<file path="src/rtl/peripheral_dbg_pu_riscv_jtag_driver.sv">
// Command-driven JTAG master for the RISC-V debug chain: walks a debug TAP through
// test-logic-reset or a capture/shift/update DR sequence and returns the TDO bits.
module peripheral_dbg_pu_riscv_jtag_driver #(
  parameter int DATAREG_LEN      = 64,
  parameter int MODULE_ID_LENGTH = 2,
  parameter int CLK_DIV          = 2
) (
  input  logic                   clk_i,
  input  logic                   rst_i,
  input  logic                   cmd_valid_i,
  output logic                   cmd_ready_o,
  input  logic [1:0]             cmd_type_i,
  input  logic [6:0]             cmd_len_i,
  input  logic [DATAREG_LEN-1:0] cmd_data_i,
  output logic                   rsp_valid_o,
  input  logic                   rsp_ready_i,
  output logic [DATAREG_LEN-1:0] rsp_data_o,
  output logic                   tck_o,
  output logic                   tdi_o,
  input  logic                   tdo_i,
  output logic                   tlr_o,
  output logic                   capture_dr_o,
  output logic                   shift_dr_o,
  output logic                   pause_dr_o,
  output logic                   update_dr_o,
  output logic                   debug_select_o
);

  localparam int PH_W  = (2 * CLK_DIV > 2) ? $clog2(2 * CLK_DIV) : 1;
  localparam int CNT_W = ($clog2(DATAREG_LEN) > 3) ? $clog2(DATAREG_LEN) : 3;
  localparam logic [PH_W-1:0]  PH_LAST  = PH_W'(2 * CLK_DIV - 1);
  localparam logic [PH_W-1:0]  PH_HIGH  = PH_W'(CLK_DIV);
  localparam logic [CNT_W-1:0] TLR_LAST = CNT_W'(4);
  localparam logic [CNT_W-1:0] LEN_MAX  = CNT_W'(DATAREG_LEN - 1);

  typedef enum logic [2:0] {
    S_IDLE,
    S_TLR,
    S_CAPTURE,
    S_SHIFT,
    S_UPDATE,
    S_RESP
  } state_t;

  state_t                 state;
  state_t                 state_nxt;
  logic [PH_W-1:0]        ph;
  logic [CNT_W-1:0]       cnt;
  logic [CNT_W-1:0]       last;
  logic [DATAREG_LEN-1:0] sh;
  logic [DATAREG_LEN-1:0] rsp;

  logic                   active;
  logic                   period_end;
  logic                   accept;
  logic [CNT_W-1:0]       len_last;
  logic [DATAREG_LEN-1:0] word;

  assign active     = (state == S_TLR) || (state == S_CAPTURE) ||
                      (state == S_SHIFT) || (state == S_UPDATE);
  assign period_end = (ph == PH_LAST);
  assign accept     = (state == S_IDLE) && cmd_valid_i;
  assign tck_o      = active && (ph >= PH_HIGH);

  // Command decode: effective shift length and the TDI word to send
  always_comb begin
    word = cmd_data_i;
    if (cmd_type_i == 2'd1) begin
      word = '0;
      word[DATAREG_LEN-1] = 1'b1;
      word[DATAREG_LEN-2 -: MODULE_ID_LENGTH] = cmd_data_i[MODULE_ID_LENGTH-1:0];
    end
    if ((cmd_type_i == 2'd1) || (cmd_len_i == 7'd0) || (int'(cmd_len_i) > DATAREG_LEN))
      len_last = LEN_MAX;
    else
      len_last = CNT_W'(cmd_len_i - 7'd1);
  end

  always_comb begin
    state_nxt      = state;
    cmd_ready_o    = 1'b0;
    rsp_valid_o    = 1'b0;
    rsp_data_o     = '0;
    tdi_o          = 1'b0;
    tlr_o          = 1'b0;
    capture_dr_o   = 1'b0;
    shift_dr_o     = 1'b0;
    pause_dr_o     = 1'b0;
    update_dr_o    = 1'b0;
    debug_select_o = 1'b0;
    case (state)
      S_IDLE: begin
        cmd_ready_o = 1'b1;
        if (cmd_valid_i)
          state_nxt = (cmd_type_i == 2'd0) ? S_TLR : S_CAPTURE;
      end
      S_TLR: begin
        tlr_o = 1'b1;
        if (period_end && (cnt == TLR_LAST))
          state_nxt = S_RESP;
      end
      S_CAPTURE: begin
        capture_dr_o   = 1'b1;
        debug_select_o = 1'b1;
        if (period_end)
          state_nxt = S_SHIFT;
      end
      S_SHIFT: begin
        shift_dr_o     = 1'b1;
        debug_select_o = 1'b1;
        tdi_o          = sh[0];
        if (period_end && (cnt == last))
          state_nxt = S_UPDATE;
      end
      S_UPDATE: begin
        update_dr_o    = 1'b1;
        debug_select_o = 1'b1;
        if (period_end)
          state_nxt = S_RESP;
      end
      S_RESP: begin
        rsp_valid_o = 1'b1;
        rsp_data_o  = rsp;
        if (rsp_ready_i)
          state_nxt = S_IDLE;
      end
      default: state_nxt = S_IDLE;
    endcase
  end

  // Control: state, TCK phase and period/bit counter
  always_ff @(posedge clk_i) begin
    if (rst_i) begin
      state <= S_IDLE;
      ph    <= '0;
      cnt   <= '0;
    end else begin
      state <= state_nxt;
      if (!active || period_end)
        ph <= '0;
      else
        ph <= ph + PH_W'(1);
      if (state_nxt != state)
        cnt <= '0;
      else if (active && period_end)
        cnt <= cnt + CNT_W'(1);
    end
  end

  // Datapath: TDI shifter and TDO capture (sampled on the last high-phase cycle)
  always_ff @(posedge clk_i) begin
    if (accept) begin
      sh   <= word;
      last <= len_last;
      rsp  <= '0;
    end else if ((state == S_SHIFT) && period_end) begin
      rsp[cnt] <= tdo_i;
      sh       <= sh >> 1;
    end
  end

endmodule
</file>
<file path="config.mk">
export PLATFORM = sky130hd
export DESIGN_NAME = peripheral_dbg_pu_riscv_jtag_driver
export DESIGN_NICKNAME = d
export VERILOG_FILES = /design/src/rtl/peripheral_dbg_pu_riscv_jtag_driver.sv
export SDC_FILE = /design/constraint.sdc
export NUM_CORES = 1
export LEC_CHECK = 0
export BUFFER_PORTS_ARGS = -buffer_cell sky130_fd_sc_hd__buf_4
export CAP_MARGIN = 10
export CORE_AREA = 2 2 122 124
export CTS_BUF_LIST = sky130_fd_sc_hd__clkbuf_2 sky130_fd_sc_hd__clkbuf_4 sky130_fd_sc_hd__clkbuf_8
export CTS_CLUSTER_DIAMETER = 30
export CTS_CLUSTER_SIZE = 8
export DETAILED_ROUTE_END_ITERATION = 6
export DIE_AREA = 0 0 124 126
export PLACE_DENSITY = 0.81
export SLEW_MARGIN = 20
export SYNTH_ARGS = -nofsm -noshare
export SYNTH_HDL_FRONTEND = slang
export SYNTH_SLANG_ARGS = --single-unit
</file>
<file path="constraint.sdc">
create_clock -name clk_i -period 4.8 [get_ports clk_i]
set_clock_uncertainty 0.2 [all_clocks]
set_input_delay 0.48 -clock clk_i [delete_from_list [all_inputs] [get_ports clk_i]]
set_output_delay 0.48 -clock clk_i [all_outputs]
set_load 0.02 [all_outputs]
</file>
# Word level (Yosys, flattened, before mapping)
# Cells that the tools add are included.
# word_totals
ff_bits	145
out_inout_bits	74
input_bits	78
word_cells	67
# classes
n_mux	23
reduce_logical	21
addsub	3
eq_ne	10
n_lt_le_gt_ge	4
# op_table
operator	n
$mux 64	4
$bwmux 64	1
$mux 3	6
$pmux 3 s6	1
$mux 1	9
$gt 7x7->1 const B	1
$logic_and 1x1->1	7
$logic_not 7->1	1
$lt 6x7->1 const B	1
$add 6x1->6 const B	1
$demux 1 s6	1
$eq 3x2->1 const B	2
$eq 3x3->1 const B	2
$eq 6x3->1 const B	1
$eq 6x6->1	1
$ge 6x1->1 const B	1
$logic_or 1x1->1	6
$sub 6x1->6 const B	1
$reduce_or 2->1	2
$eq 3x1->1 const B	1
$logic_not 3->1	1
$ne 3x3->1	1
$reduce_or 3->1	1
$add 2x1->2 const B	1
other kinds (7)	7

# Logic depth before layout (Yosys ltp)
# depth
ltp_word	7
mapped_depth	7
depth_no_buf	6

# Worst setup path after synthesis
# Ideal clock, no wire load.
# synth_path
path_type	in2reg
from	input cmd_valid_i
to	register sh[0] (enable)
stages	4
required_ns	3.909
setup_ns	0.691
path_buffers	2
path_slack_ns	1.672
arrival_time_ns	2.238
cell_sequence	nand3_1 -> clkbuf_1 -> clkbuf_1 -> nand2_1
# synth_via
elab_chain_len	2
# synth_rtl
item	line_no	source
from (decl)	10	input logic cmd_valid_i,
$logic_and 1x1->1	62	assign accept = (state == S_IDLE) && cmd_valid_i;
$reduce_bool 2->1 (no source line)	n/a	
to (signal assigned)	153	sh <= word;
to (signal assigned)	158	sh <= sh >> 1;
to (decl)	50	logic [DATAREG_LEN-1:0] sh;
# Every way passes these cells.
# A chain may end at the register's enable or synchronous reset.

# Worst setup path after layout
# layout_path
from	register ph[1]
to	register sh[27] (enable)
# layout_via
elab_chain_len	3
# layout_rtl
item	line_no	source
from (decl)	47	logic [PH_W-1:0] ph;
from (signal assigned)	142	ph <= ph + PH_W'(1);
$eq 2x2->1	61	assign period_end = (ph == PH_LAST);
$logic_and 1x1->1	156	end else if ((state == S_SHIFT) && period_end) begin
$reduce_bool 2->1 (no source line)	n/a	
# Every way passes these cells.

==> impl_metrics.xml <==
<?xml version="1.0" encoding="UTF-8"?>
<metrics>
  <group name="yosys">
    <metric name="synth_seq_area_share" unit="%">50.9</metric>
    <metric name="synthArstFlopShare" unit="%">0</metric>
    <metric name="synth_top_area_share" unit="%">29.7</metric>
    <metric name="post_synth_main_area_contributors" unit="">sky130_fd_sc_hd__edfxtp_1, sky130_fd_sc_hd__dfxtp_1, sky130_fd_sc_hd__nand3_1</metric>
    <metric name="synthDistinctLibCells" unit="">49</metric>
    <metric name="ys_seq_elements" unit="">145</metric>
    <metric name="synth_top_area_cell" unit="">sky130_fd_sc_hd__edfxtp_1</metric>
    <metric name="synth.avg_cell_area" unit="sq um">8.60</metric>
    <metric name="post_synth_edffs" unit="">70</metric>
    <metric name="synthFlopType" unit="">sky130_fd_sc_hd__dfxtp_1</metric>
    <metric name="syn-instance-count" unit="">823</metric>
    <metric name="synthesis.yosys.warnings" unit="">0</metric>
    <metric name="postSynthNetCount" unit="">907</metric>
    <metric name="netlist_area" unit="sq um">7070</metric>
  </group>
  <group name="floorplanning">
    <metric name="floorplan.initialDensity" unit="%">49.4</metric>
    <metric name="core" unit="sq um">14300</metric>
    <metric name="placement_rows" unit="">44</metric>
    <metric name="die_height" unit="um">126</metric>
    <metric name="die_area" unit="sq um">15600</metric>
    <metric name="pin_count" unit="">152</metric>
    <metric name="die_x" unit="um">124</metric>
  </group>
  <group name="route">
    <metric name="detail-route-antenna-nets" unit="">0</metric>
    <metric name="dr.first_iter.drc_count" unit="">774</metric>
    <metric name="num_vias" unit="">6177</metric>
    <metric name="drt_pass1_iterations" unit="">5</metric>
    <metric name="wirelength" unit="um">17200</metric>
    <metric name="ratio_of_routed_vias_to_standard_cells" unit="">5.49</metric>
    <metric name="drt-wirelength-per-cell" unit="um">15.3</metric>
    <metric name="drc" unit="">0</metric>
  </group>
  <group name="critical_path">
    <metric name="worst-path-stages" unit="">4</metric>
    <metric name="worst-setup-path-type" unit="">reg -&gt; reg</metric>
    <metric name="worst_path_buf_inv" unit="">1</metric>
    <metric name="timing.critical_path.fanout_max" unit="">64</metric>
    <metric name="startpoint_type" unit="">flip-flop</metric>
    <metric name="crit_path_max_cell_delay" unit="ns">0.67</metric>
    <metric name="crit_slowest_cell" unit="">sky130_fd_sc_hd__buf_4</metric>
    <metric name="cell_chain_of_the_critical_path" unit="">ha_1, nand4b_1, nand2_2, buf_4</metric>
    <metric name="cell_type_group_with_the_largest_total_delay_on_the_critical_path" unit="">simple AND/OR/NAND/NOR gates</metric>
    <metric name="timing.critical_path.arrival" unit="ns">2.81</metric>
    <metric name="setup.worst_path.end_class" unit="">flip-flop</metric>
    <metric name="r2r_slack" unit="ns">1.87</metric>
    <metric name="worstPathRequired" unit="ns">4.68</metric>
    <metric name="ff2ff_path_depth" unit="">4</metric>
  </group>
  <group name="place">
    <metric name="hpwlAfterDp" unit="um">11600</metric>
    <metric name="portBuffers" unit="">150</metric>
    <metric name="finalWeightedCongestion" unit="">0.849</metric>
    <metric name="dp.cells" unit="">1094</metric>
    <metric name="dp_worst_setup_slack" unit="ns">1.90</metric>
  </group>
  <group name="clocking">
    <metric name="tritoncts_buffers" unit="">17</metric>
    <metric name="clock_tree.buffer_depth" unit="">2</metric>
    <metric name="cts_max_level" unit="">4</metric>
    <metric name="post_cts_setup_buffers" unit="">0</metric>
    <metric name="cts.hold.buffers_added" unit="">0</metric>
    <metric name="postCtsResizedCells" unit="">0</metric>
    <metric name="cts_root_buffer" unit="">sky130_fd_sc_hd__clkbuf_8</metric>
    <metric name="numClockSinks" unit="">145</metric>
    <metric name="cts_tree" unit="">done</metric>
    <metric name="clk_latency" unit="ns">0.45</metric>
    <metric name="cts.reportedPaths.clkPinSlew" unit="ns">0.08</metric>
  </group>
  <group name="layout">
    <metric name="areaGrowthSynthToFinish" unit="%">22.2</metric>
    <metric name="drive_gt1_share" unit="%">21.8</metric>
    <metric name="n_antenna_cell" unit="">0</metric>
    <metric name="final.fill_count" unit="">1258</metric>
    <metric name="post_layout_nonfiller_instances" unit="">1125</metric>
    <metric name="final_nets" unit="">1013</metric>
  </group>
  <group name="sta">
    <metric name="worstMarginPinSlew" unit="ns">1.03</metric>
    <metric name="slew-limit-headroom" unit="%">30.7</metric>
    <metric name="final.setup.tns" unit="ns">0</metric>
    <metric name="timing_hold_violations_final" unit="">0</metric>
    <metric name="final.setup.worst_slack" unit="ns">1.87</metric>
    <metric name="grt_setup_unrepaired" unit="">no</metric>
    <metric name="post_layout_minimum_cycle_time" unit="ns">2.93</metric>
    <metric name="final-setup-viol-count" unit="">0</metric>
    <metric name="max_freq" unit="MHz">341</metric>
    <metric name="fin_crit_sh" unit="%">61.1</metric>
    <metric name="final_max_slew_viol_count" unit="">0</metric>
  </group>
  <group name="hold_path">
    <metric name="timing.hold.worst.class" unit="">in -&gt; reg</metric>
    <metric name="hold-path-cell-count" unit="">2</metric>
  </group>
  <group name="power">
    <metric name="p_leak" unit="nW">3.53</metric>
    <metric name="cellInternalPower" unit="mW">2.19</metric>
    <metric name="p_sw_share" unit="%">24.7</metric>
    <metric name="power.total" unit="mW">2.91</metric>
    <metric name="seq_power_share" unit="%">50.2</metric>
    <metric name="power.switching" unit="mW">0.718</metric>
    <metric name="vdd_drop_max" unit="uV">225</metric>
    <metric name="share_clk_of_total_power" unit="%">37.8</metric>
    <metric name="combinationalPowerShare" unit="%">12.0</metric>
    <metric name="power.density" unit="nW/um^2">337</metric>
  </group>
  <group name="grt">
    <metric name="grt.overflow.total" unit="">0</metric>
    <metric name="grt_first_pass_wirelength" unit="um">27600</metric>
    <metric name="antenna_violations_before_repair" unit="">0</metric>
    <metric name="grt_start_max_net_pins" unit="">73</metric>
    <metric name="grt_pass1_vias" unit="">5580</metric>
    <metric name="gr-usage-all-layers" unit="%">22.5</metric>
  </group>
  <group name="job">
    <metric name="timing.max_cap.violations" unit="">0</metric>
  </group>
  <group name="status">
    <metric name="result_of_the_run" unit="">finished, final reports clean</metric>
  </group>
</metrics>
## power by group through the flow
stage / clock (mW) / combinational (mW) / sequential [mW]
floorplan: 0 / 0.237 / 1.48
global route: 1.16 / 0.395 / 1.47
detailed placement: 0 / 0.348 / 1.49
finish: 1.10 / 0.350 / 1.46
CTS: 1.11 / 0.350 / 1.46
global placement: 0 / 0.339 / 1.48
## cell usage in the layout, fill, tap and decap left out, types with 3 or more instances in the layout
cell type	instances
sky130_fd_sc_hd__xor2_1	4
sky130_fd_sc_hd__nor2_1	14
sky130_fd_sc_hd__o21ai_0	30
sky130_fd_sc_hd__buf_4	154
sky130_fd_sc_hd__bufinv_16	5
sky130_fd_sc_hd__clkbuf_8	18
sky130_fd_sc_hd__nand2_1	143
sky130_fd_sc_hd__edfxtp_1	70
sky130_fd_sc_hd__and2_1	70
sky130_fd_sc_hd__xnor2_1	9
sky130_fd_sc_hd__inv_1	13
sky130_fd_sc_hd__nand3_1	134
sky130_fd_sc_hd__and3_1	3
sky130_fd_sc_hd__nor3_1	10
sky130_fd_sc_hd__nand3b_1	4
sky130_fd_sc_hd__or2_1	5
sky130_fd_sc_hd__dfxtp_1	75
sky130_fd_sc_hd__or3_1	10
sky130_fd_sc_hd__nor4_1	3
sky130_fd_sc_hd__a21oi_1	68
sky130_fd_sc_hd__nand4_1	3
sky130_fd_sc_hd__nor2_2	6
sky130_fd_sc_hd__ha_1	6
sky130_fd_sc_hd__o21ai_1	40
## worst paths after layout
path | start | endpoint
setup reg to reg | ph[1] | sh[27]
hold reg to reg | ph[0] | ph[0]
setup / recovery | ph[1] | sh[27]
hold / removal | rst_i | state[1]
## registers in the layout, indices dropped and copies added (netlist names)
| name | cells |
|---|---|
| ph | 2 |
| sh | 64 |
| rsp | 64 |
| cnt | 6 |
| last | 6 |
| state | 3 |
## per-stage QoR
step           cell area, sq um  utilization (%)  hold WS [ns]
2_1_floorplan              7070                -         0.226
3_3_place_gp               8190             57.2         0.240
3_5_place_dp               8190             57.2         0.247
4_1_cts                    8640             60.4       0.00885
5_1_grt                    8640             60.4       0.00331
6_report                   8640             60.4        0.0291
## metal layers
layer | track usage (%) | part of all wire, % | up-vias | wire [um]
li1 | - | - | 3051 | -
met1 | 31.5 | 45 | 2839 | 7690
met2 | 34.2 | 46 | 259 | 7970
met3 | 4.89 | 7.5 | 28 | 1290
met4 | 8.59 | 1.6 | 0 | 284
met5 | 0 | 0 | - | 0
## Yosys cell counts, types with 3 or more instances
cell type and number:
sky130_fd_sc_hd__a21oi_1 68, sky130_fd_sc_hd__and2_1 70, sky130_fd_sc_hd__and3_1 3, sky130_fd_sc_hd__buf_1 9
sky130_fd_sc_hd__buf_2 15, sky130_fd_sc_hd__buf_4 4, sky130_fd_sc_hd__clkbuf_1 38, sky130_fd_sc_hd__dfxtp_1 75
sky130_fd_sc_hd__edfxtp_1 70, sky130_fd_sc_hd__ha_1 6, sky130_fd_sc_hd__inv_1 13, sky130_fd_sc_hd__nand2_1 144
sky130_fd_sc_hd__nand2b_1 3, sky130_fd_sc_hd__nand3_1 135, sky130_fd_sc_hd__nand3b_1 4, sky130_fd_sc_hd__nand4_1 3
sky130_fd_sc_hd__nor2_1 15, sky130_fd_sc_hd__nor2_2 5, sky130_fd_sc_hd__nor3_1 10, sky130_fd_sc_hd__nor4_1 3
sky130_fd_sc_hd__o21ai_0 30, sky130_fd_sc_hd__o21ai_1 40, sky130_fd_sc_hd__or2_1 5, sky130_fd_sc_hd__or3_1 10
sky130_fd_sc_hd__xnor2_1 9, sky130_fd_sc_hd__xor2_1 4
## logic make-up (layout without fill, tap and decap cells)
| group | after synthesis | after routing | share of synthesized area (%) |
|---|---|---|---|
| AOI/OAI and AO/OA | 150 | 150 | 11.3 |
| xor gates and xnor gates | 13 | 13 | 1.61 |
| adders and majority gates | 6 | 6 | 1.06 |
| buffers and inverters | 82 | 200 | 4.85 |
| DFF | 145 | 145 | 50.9 |
| muxes | 2 | 2 | 0.283 |
| other | 1 | 1 | 0.0530 |
| and+or+nand+nor | 424 | 424 | 29.9 |
## cell type report
cell class | count | area [sq um] | area share, %
inverter | 15 | 57.6 | 0.666
multi-input combinational | 596 | 3150 | 36.4
timing repair buffer | 154 | 1160 | 13.4
clock buffer | 21 | 268 | 3.10
sequential | 145 | 3600 | 41.7
tap | 184 | 230 | 2.66
clock inverter | 10 | 184 | 2.13
Note: power is estimated with default switching activity, not from simulation.
